[src/rtl/fp16_normalize_round_pkg.sv]
// Shared constants and the stage-1 record for the fp16 normalise/round stage.
package fp16_normalize_round_pkg;
  localparam int unsigned EXP_W  = 5;
  localparam int unsigned FRAC_W = 10;
  localparam int unsigned BIAS   = 15;
  localparam int unsigned MANT_W = FRAC_W + 5;
  localparam int unsigned IEXP_W = EXP_W + 2;

  localparam logic [EXP_W-1:0] EXP_MAX = 5'h1F;
  localparam logic [15:0]      INF_POS = 16'h7C00;
  localparam logic [15:0]      QNAN    = 16'h7E00;

  // Saturation threshold expressed in the signed internal exponent domain.
  localparam logic signed [IEXP_W-1:0] EXP_OVF = signed'({2'b00, EXP_MAX});

  typedef struct packed {
    logic                     sign;
    logic signed [IEXP_W-1:0] expo;
    logic [FRAC_W-1:0]        frac;
    logic                     g;
    logic                     r;
    logic                     s;
    logic                     special;
    logic                     zero;
    logic                     uf;
  } s1_t;
endpackage

[src/rtl/fp16_normalize_round_if.sv]
// Upstream sum / downstream result handshake bundle.
interface fp16_normalize_round_if;
  import fp16_normalize_round_pkg::*;

  logic              in_valid;
  logic              in_ready;
  logic              in_sign;
  logic [EXP_W-1:0]  in_exp;
  logic [MANT_W-1:0] in_mant;
  logic              in_special;
  logic [15:0]       in_special_val;
  logic              out_valid;
  logic              out_ready;
  logic [15:0]       out_result;
  logic              out_overflow;
  logic              out_underflow;
  logic              out_inexact;

  modport master (
    output in_valid, in_sign, in_exp, in_mant, in_special, in_special_val, out_ready,
    input  in_ready, out_valid, out_result, out_overflow, out_underflow, out_inexact
  );

  modport slave (
    input  in_valid, in_sign, in_exp, in_mant, in_special, in_special_val, out_ready,
    output in_ready, out_valid, out_result, out_overflow, out_underflow, out_inexact
  );
endinterface

[src/rtl/fp16_normalize_round_lzc.sv]
// Combinational 14-bit leading-zero counter; all-zero input yields 14.
module fp16_lzc (
  input  logic [13:0] i_data,
  output logic [3:0]  o_count
);
  logic w_found;

  // Scan from the MSB and latch the first set position.
  always_comb begin
    o_count = 4'd14;
    w_found = 1'b0;
    for (int unsigned i = 0; i < 14; i++) begin
      if (!w_found && i_data[13 - i]) begin
        o_count = 4'(i);
        w_found = 1'b1;
      end
    end
  end
endmodule

[src/rtl/fp16_normalize_round.sv]
// fp16 post-add stage: normalise (stage 1), round-to-nearest-even and
// saturate/flush (stage 2 = output register), 2-deep valid/ready pipeline.
module fp16_normalize_round
  import fp16_normalize_round_pkg::*;
(
  input logic                  clk,
  input logic                  rst_n,
  fp16_normalize_round_if.slave bus
);
  logic                     r_s1_valid;
  s1_t                      r_s1;
  logic [15:0]              r_s1_sval;
  logic                     r_out_valid;
  logic [15:0]              r_out_result;
  logic                     r_out_ovf;
  logic                     r_out_udf;
  logic                     r_out_inx;

  logic                     w_s1_load;
  logic                     w_s2_load;
  logic [3:0]               w_lz;
  logic [12:0]              w_shl;
  logic signed [IEXP_W-1:0] w_exp_in;
  logic signed [IEXP_W-1:0] w_exp_n;
  s1_t                      w_s1;

  logic                     w_inc;
  logic [FRAC_W:0]          w_rnd;
  logic signed [IEXP_W-1:0] w_exp_r;
  logic [15:0]              w_res;
  logic                     w_ovf;
  logic                     w_udf;
  logic                     w_inx;

  assign w_s2_load    = !r_out_valid | bus.out_ready;
  assign w_s1_load    = !r_s1_valid | w_s2_load;
  assign bus.in_ready = rst_n & w_s1_load;

  fp16_lzc u_lzc (
    .i_data  (bus.in_mant[13:0]),
    .o_count (w_lz)
  );

  // The hidden bit lands at [13] after the shift and is implicit, so only [12:0] is kept.
  assign w_shl    = 13'(bus.in_mant[13:0] << w_lz);
  assign w_exp_in = signed'({2'b00, bus.in_exp});

  // Stage 1: classify the sum and normalise the hidden bit into position.
  always_comb begin
    w_s1      = '0;
    w_exp_n   = w_exp_in;
    w_s1.sign = bus.in_sign;
    if (bus.in_special) begin
      w_s1.special = 1'b1;
    end else if (bus.in_mant == '0) begin
      w_s1.zero = 1'b1;
    end else if (bus.in_mant[14]) begin
      w_exp_n                        = w_exp_in + 7'sd1;
      {w_s1.frac, w_s1.g, w_s1.r}    = bus.in_mant[13:2];
      w_s1.s                         = |bus.in_mant[1:0];
    end else begin
      w_exp_n                              = w_exp_in - signed'({3'b000, w_lz});
      {w_s1.frac, w_s1.g, w_s1.r, w_s1.s}  = w_shl;
    end
    w_s1.expo = w_exp_n;
    w_s1.uf   = !bus.in_special && (bus.in_mant != '0) && (w_exp_n <= 7'sd0);
  end

  // Stage-1 register: loads when empty or when stage 2 takes its contents.
  always_ff @(posedge clk) begin
    if (!rst_n) begin
      r_s1_valid <= 1'b0;
      r_s1       <= '0;
      r_s1_sval  <= '0;
    end else if (w_s1_load) begin
      r_s1_valid <= bus.in_valid;
      if (bus.in_valid) begin
        r_s1      <= w_s1;
        r_s1_sval <= bus.in_special_val;
      end
    end
  end

  // Stage 2: RNE increment, then select special / zero / flush / saturate / normal.
  always_comb begin
    w_inc   = r_s1.g & (r_s1.r | r_s1.s | r_s1.frac[0]);
    w_rnd   = {1'b0, r_s1.frac} + {{FRAC_W{1'b0}}, w_inc};
    w_exp_r = r_s1.expo + (w_rnd[FRAC_W] ? 7'sd1 : 7'sd0);
    w_res   = '0;
    w_ovf   = 1'b0;
    w_udf   = 1'b0;
    w_inx   = 1'b0;
    if (r_s1.special) begin
      w_res = r_s1_sval;
    end else if (r_s1.zero) begin
      w_res = {r_s1.sign, 15'h0};
    end else if (r_s1.uf) begin
      w_res = {r_s1.sign, 15'h0};
      w_udf = 1'b1;
      w_inx = 1'b1;
    end else if (w_exp_r >= EXP_OVF) begin
      w_res = {r_s1.sign, EXP_MAX, {FRAC_W{1'b0}}};
      w_ovf = 1'b1;
      w_inx = 1'b1;
    end else begin
      w_res = {r_s1.sign, w_exp_r[EXP_W-1:0], w_rnd[FRAC_W-1:0]};
      w_inx = r_s1.g | r_s1.r | r_s1.s;
    end
  end

  // Output register: holds while the consumer stalls, refills from stage 1 otherwise.
  always_ff @(posedge clk) begin
    if (!rst_n) begin
      r_out_valid  <= 1'b0;
      r_out_result <= '0;
      r_out_ovf    <= 1'b0;
      r_out_udf    <= 1'b0;
      r_out_inx    <= 1'b0;
    end else if (w_s2_load) begin
      r_out_valid <= r_s1_valid;
      if (r_s1_valid) begin
        r_out_result <= w_res;
        r_out_ovf    <= w_ovf;
        r_out_udf    <= w_udf;
        r_out_inx    <= w_inx;
      end
    end
  end

  assign bus.out_valid     = r_out_valid;
  assign bus.out_result    = r_out_result;
  assign bus.out_overflow  = r_out_ovf;
  assign bus.out_underflow = r_out_udf;
  assign bus.out_inexact   = r_out_inx;
endmodule

[src/flat_wrapper.sv]
// flat-port wrapper written by rule: the top's interface ports become plain ports
module fp16_normalize_round_flat import fp16_normalize_round_pkg::*;
  (clk, rst_n, bus_in_valid, bus_in_sign, bus_in_exp, bus_in_mant, bus_in_special, bus_in_special_val, bus_out_ready, bus_in_ready, bus_out_valid, bus_out_result, bus_out_overflow, bus_out_underflow, bus_out_inexact);
  fp16_normalize_round_if bus_i ();
  input logic clk;
  input logic rst_n;
  input wire logic [$bits(bus_i.in_valid)-1:0] bus_in_valid;
  input wire logic [$bits(bus_i.in_sign)-1:0] bus_in_sign;
  input wire logic [$bits(bus_i.in_exp)-1:0] bus_in_exp;
  input wire logic [$bits(bus_i.in_mant)-1:0] bus_in_mant;
  input wire logic [$bits(bus_i.in_special)-1:0] bus_in_special;
  input wire logic [$bits(bus_i.in_special_val)-1:0] bus_in_special_val;
  input wire logic [$bits(bus_i.out_ready)-1:0] bus_out_ready;
  output wire logic [$bits(bus_i.in_ready)-1:0] bus_in_ready;
  output wire logic [$bits(bus_i.out_valid)-1:0] bus_out_valid;
  output wire logic [$bits(bus_i.out_result)-1:0] bus_out_result;
  output wire logic [$bits(bus_i.out_overflow)-1:0] bus_out_overflow;
  output wire logic [$bits(bus_i.out_underflow)-1:0] bus_out_underflow;
  output wire logic [$bits(bus_i.out_inexact)-1:0] bus_out_inexact;
  assign bus_i.in_valid = bus_in_valid;
  assign bus_i.in_sign = bus_in_sign;
  assign bus_i.in_exp = bus_in_exp;
  assign bus_i.in_mant = bus_in_mant;
  assign bus_i.in_special = bus_in_special;
  assign bus_i.in_special_val = bus_in_special_val;
  assign bus_i.out_ready = bus_out_ready;
  assign bus_in_ready = bus_i.in_ready;
  assign bus_out_valid = bus_i.out_valid;
  assign bus_out_result = bus_i.out_result;
  assign bus_out_overflow = bus_i.out_overflow;
  assign bus_out_underflow = bus_i.out_underflow;
  assign bus_out_inexact = bus_i.out_inexact;
  fp16_normalize_round u_core (.clk(clk), .rst_n(rst_n), .bus(bus_i));
endmodule
[config.mk]
export PLATFORM = sky130hd
export DESIGN_NAME = fp16_normalize_round_flat
export DESIGN_NICKNAME = d
export VERILOG_FILES = /design/src/rtl/fp16_normalize_round_pkg.sv /design/src/rtl/fp16_normalize_round_if.sv /design/src/rtl/fp16_normalize_round_lzc.sv /design/src/rtl/fp16_normalize_round.sv /design/src/flat_wrapper.sv
export SDC_FILE = /design/constraint.sdc
export NUM_CORES = 1
export LEC_CHECK = 0
export CAP_MARGIN = 20
export CORE_ASPECT_RATIO = 1.1
export CORE_MARGIN = 5
export CORE_UTILIZATION = 45
export DETAILED_ROUTE_END_ITERATION = 10
export PLACE_DENSITY = 0.72
export SETUP_SLACK_MARGIN = 0.4
export SLEW_MARGIN = 20
export SYNTH_ARGS = -nofsm -noshare
export SYNTH_HDL_FRONTEND = slang
export SYNTH_SLANG_ARGS = --single-unit
[constraint.sdc]
create_clock -name clk -period 6.7 [get_ports clk]
set_clock_uncertainty 0.2 [all_clocks]
set_input_delay 1.34 -clock clk [delete_from_list [all_inputs] [get_ports clk]]
set_output_delay 1.34 -clock clk [all_outputs]
set_load 0.02 [all_outputs]
==> reports/summary.txt <==
r2r setup slk = 3.07 ns
via/cell ratio = 5.778
Post-synth top flop = dfxtp_1
number of library cell types mapped by synthesis = 67
Fin Hold WS = 0.2544 ns
max layer used = met4
Yosys Warn Count = 0
hold_sp = u_core.r_s1_sval[0]
nets = 611
WS Path Type = primary input to flop
area leader, netlist = dfxtp_1
DPL Wire Length = 8002 um
clock sinks = 61
Crit path arrival time = 5.11 ns
Post-synth top cells = nand2_1, a21oi_1, dfxtp_1
vias in the first global route = 3826
netlist area before placement = 3826 um^2
gr ovfl total = 0
root buffer cell = clkbuf_8
Peak VDD IR = 0.1251 mV
# port buffers = 62
max cap viols = 0
Core ar. = 8364 um^2
worst setup path start = bus_in_mant[10]
Critical Path Start Type = primary input
final total negative setup slack = 0 ns
Post-Synth Adder-Cell Area = 3.401%
n_diodes = 0
unrepaired setup endpoints after global routing = false
Hold-fix buffers, CTS = 0
share of cells above drive strength 1 = 6.903%
clk buf depth = 2
row count = 35
final hold viol count = 0
Detail Route met2 WL = 5198 um
Synth async-reset ratio = 0%
initial antenna violation count = 0
WL per Instance = 16.32 um
DRT antenna net count = 0
Yosys top cell area share = 31.92%
Post-Route WL = 11030 um
fmax = 199.0 MHz
Setup violations, final = 0
kind of end point of the critical path = flop
Die X = 97.92 um
slew of the pin with the lowest slew margin = 0.8128 ns
top cells by area, synth = dfxtp_1, a21oi_1, nand2_1
Seq/Total Area, Yosys = 31.92%
die height = 106.7 um
Post-Synthesis Cells = 515
Post-synth EDFFs = 0
Non-Filler Instances = 676
clk_lat worst skew = 0.34 ns
final core utilization = 56.26%
Tot Pwr = 0.9225 mW
vias = 3906
Worst EP required = 6.79 ns
post-CTS setup repair buffer count = 0
post-synthesis mux area share = 2.943%
Tmin final = 5.026 ns
Worst slew margin = 45.57%
leakage = 1.712 nW
GRT Total Usage = 21.22%
r2r startpoint = u_core.r_s1[5]
Die ar. = 10450 um^2
simple-gate share of the synthesized area = 26.10%
DRC Markers = 0
total CTS buffers = 9
first-iteration detailed-routing DRC count = 246
Synth Register Bits = 61
Slew Limit Fails = 0
# IOs = 63
Tightest Hold Check Type = flop to flop
routed wl met3 = 481 um
CTS tree = done
Syn-to-layout area delta = 22.99%
status = completed
syn_area_per_cell = 7.429 um^2
Cell Pwr Density = 196.0 nW/um^2
count leader, synth = nand2_1
DR pass1 iterations = 6
Resized Gates After CTS = 0
crit path max fanout = 10
largest net degree at the start of global routing = 56
XOR/XNOR Fraction of Synth Area = 2.747%
WL met1 = 5079 um
syn_nets = 566
complex-gate fraction of the synthesized area = 27.31%
CTS H-tree lvls = 3
largest family of logic cells by synthesized area = compound AO/OA/AOI/OAI gates
Tcrit/Tclk final = 75.01%
initial core utilization = 45.74%
Final GP Congestion = 0.9571
Placed Instances = 660
first-pass GRT wire length = 18530 um
Reg clk slew, reported paths = 0.07 ns
-- worst paths after layout --
kind                            cells after the start                        to
worst max-delay path                               14            u_core.r_s1[0]
worst min-delay path                                2       u_core.r_s1_sval[0]
worst max register to register                     13  u_core.bus.out_result[9]
worst min register to register                      2       u_core.r_s1_sval[0]
-- cell usage in the layout (no fill, tap or decap), types with 7 or more instances in the layout --
master,count
nor2b_1,7
ha_1,8
clkbuf_8,9
and3_1,11
nor2_1,57
nor3_1,12
inv_1,15
nand2_1,74
dfxtp_1,61
o21ai_0,18
mux2i_1,9
a21oi_1,67
nand3_1,23
a211oi_1,7
clkdlybuf4s50_1,62
o22ai_1,15
-- metrics by stage --
stage / cell area, um^2 / worst slack [ns]
finish: 4706 / 1.674
global route: 4706 / 1.310
CTS: 4706 / 1.719
detailed placement: 4491 / 1.357
global placement: 4491 / 1.505
floorplan: 3826 / 2.309
-- power by group --
group | switching [mW] | internal [mW]
clock | 0.144 | 0.209
combinational | 0.102 | 0.0745
sequential | 0.0144 | 0.379
-- routing by layer --
metal  global-route usage [%]  vias up
met5                        0        -
met2                    34.92      131
met4                    10.39        0
met1                    27.28     1794
met3                    2.863       21
li1                         -     1960
-- state kept, by name, summed over array words and instances (netlist names) --
| register | count |
|---|---|
| u_core.bus.out_result | 16 |
| u_core.bus.out_underflow | 1 |
| u_core.r_s1_valid | 1 |
| u_core.bus.out_overflow | 1 |
| u_core.r_s1_sval | 16 |
| u_core.bus.out_valid | 1 |
| u_core.bus.out_inexact | 1 |
| u_core.r_s1 | 24 |
-- critical path, cell delays in order --
cell and delay, ns:
clkdlybuf4s50_1 0.62, or4_4 0.64, nor2_2 0.28, nand3_1 0.24
nand2_2 0.15, clkinv_2 0.17, ha_1 0.26, fa_1 0.39
nor2b_1 0.15, nor3_1 0.06, a211oi_1 0.37, a21oi_1 0.11
o21ai_0 0.16, a31o_2 0.16
-- cell type report --
class / instances / area, um^2
inverters: 17 / 77.57
well taps: 111 / 138.9
clock buffers: 10 / 127.6
fillers: 819 / 3659
clock inverters: 6 / 87.58
multi-input cells: 404 / 2395
flip-flops and latches: 61 / 1221
repair buffers: 67 / 658.1
-- logic make-up (layout without fill, tap and decap cells) --
kind of cell / count (synthesis) / after routing
flops: 61 / 61
simple gates: 210 / 210
buf+inv: 50 / 100
compound gates: 161 / 161
xor+xnor: 12 / 12
fa+ha+maj: 10 / 10
mux: 11 / 11
(Power assumes the default switching activity.)
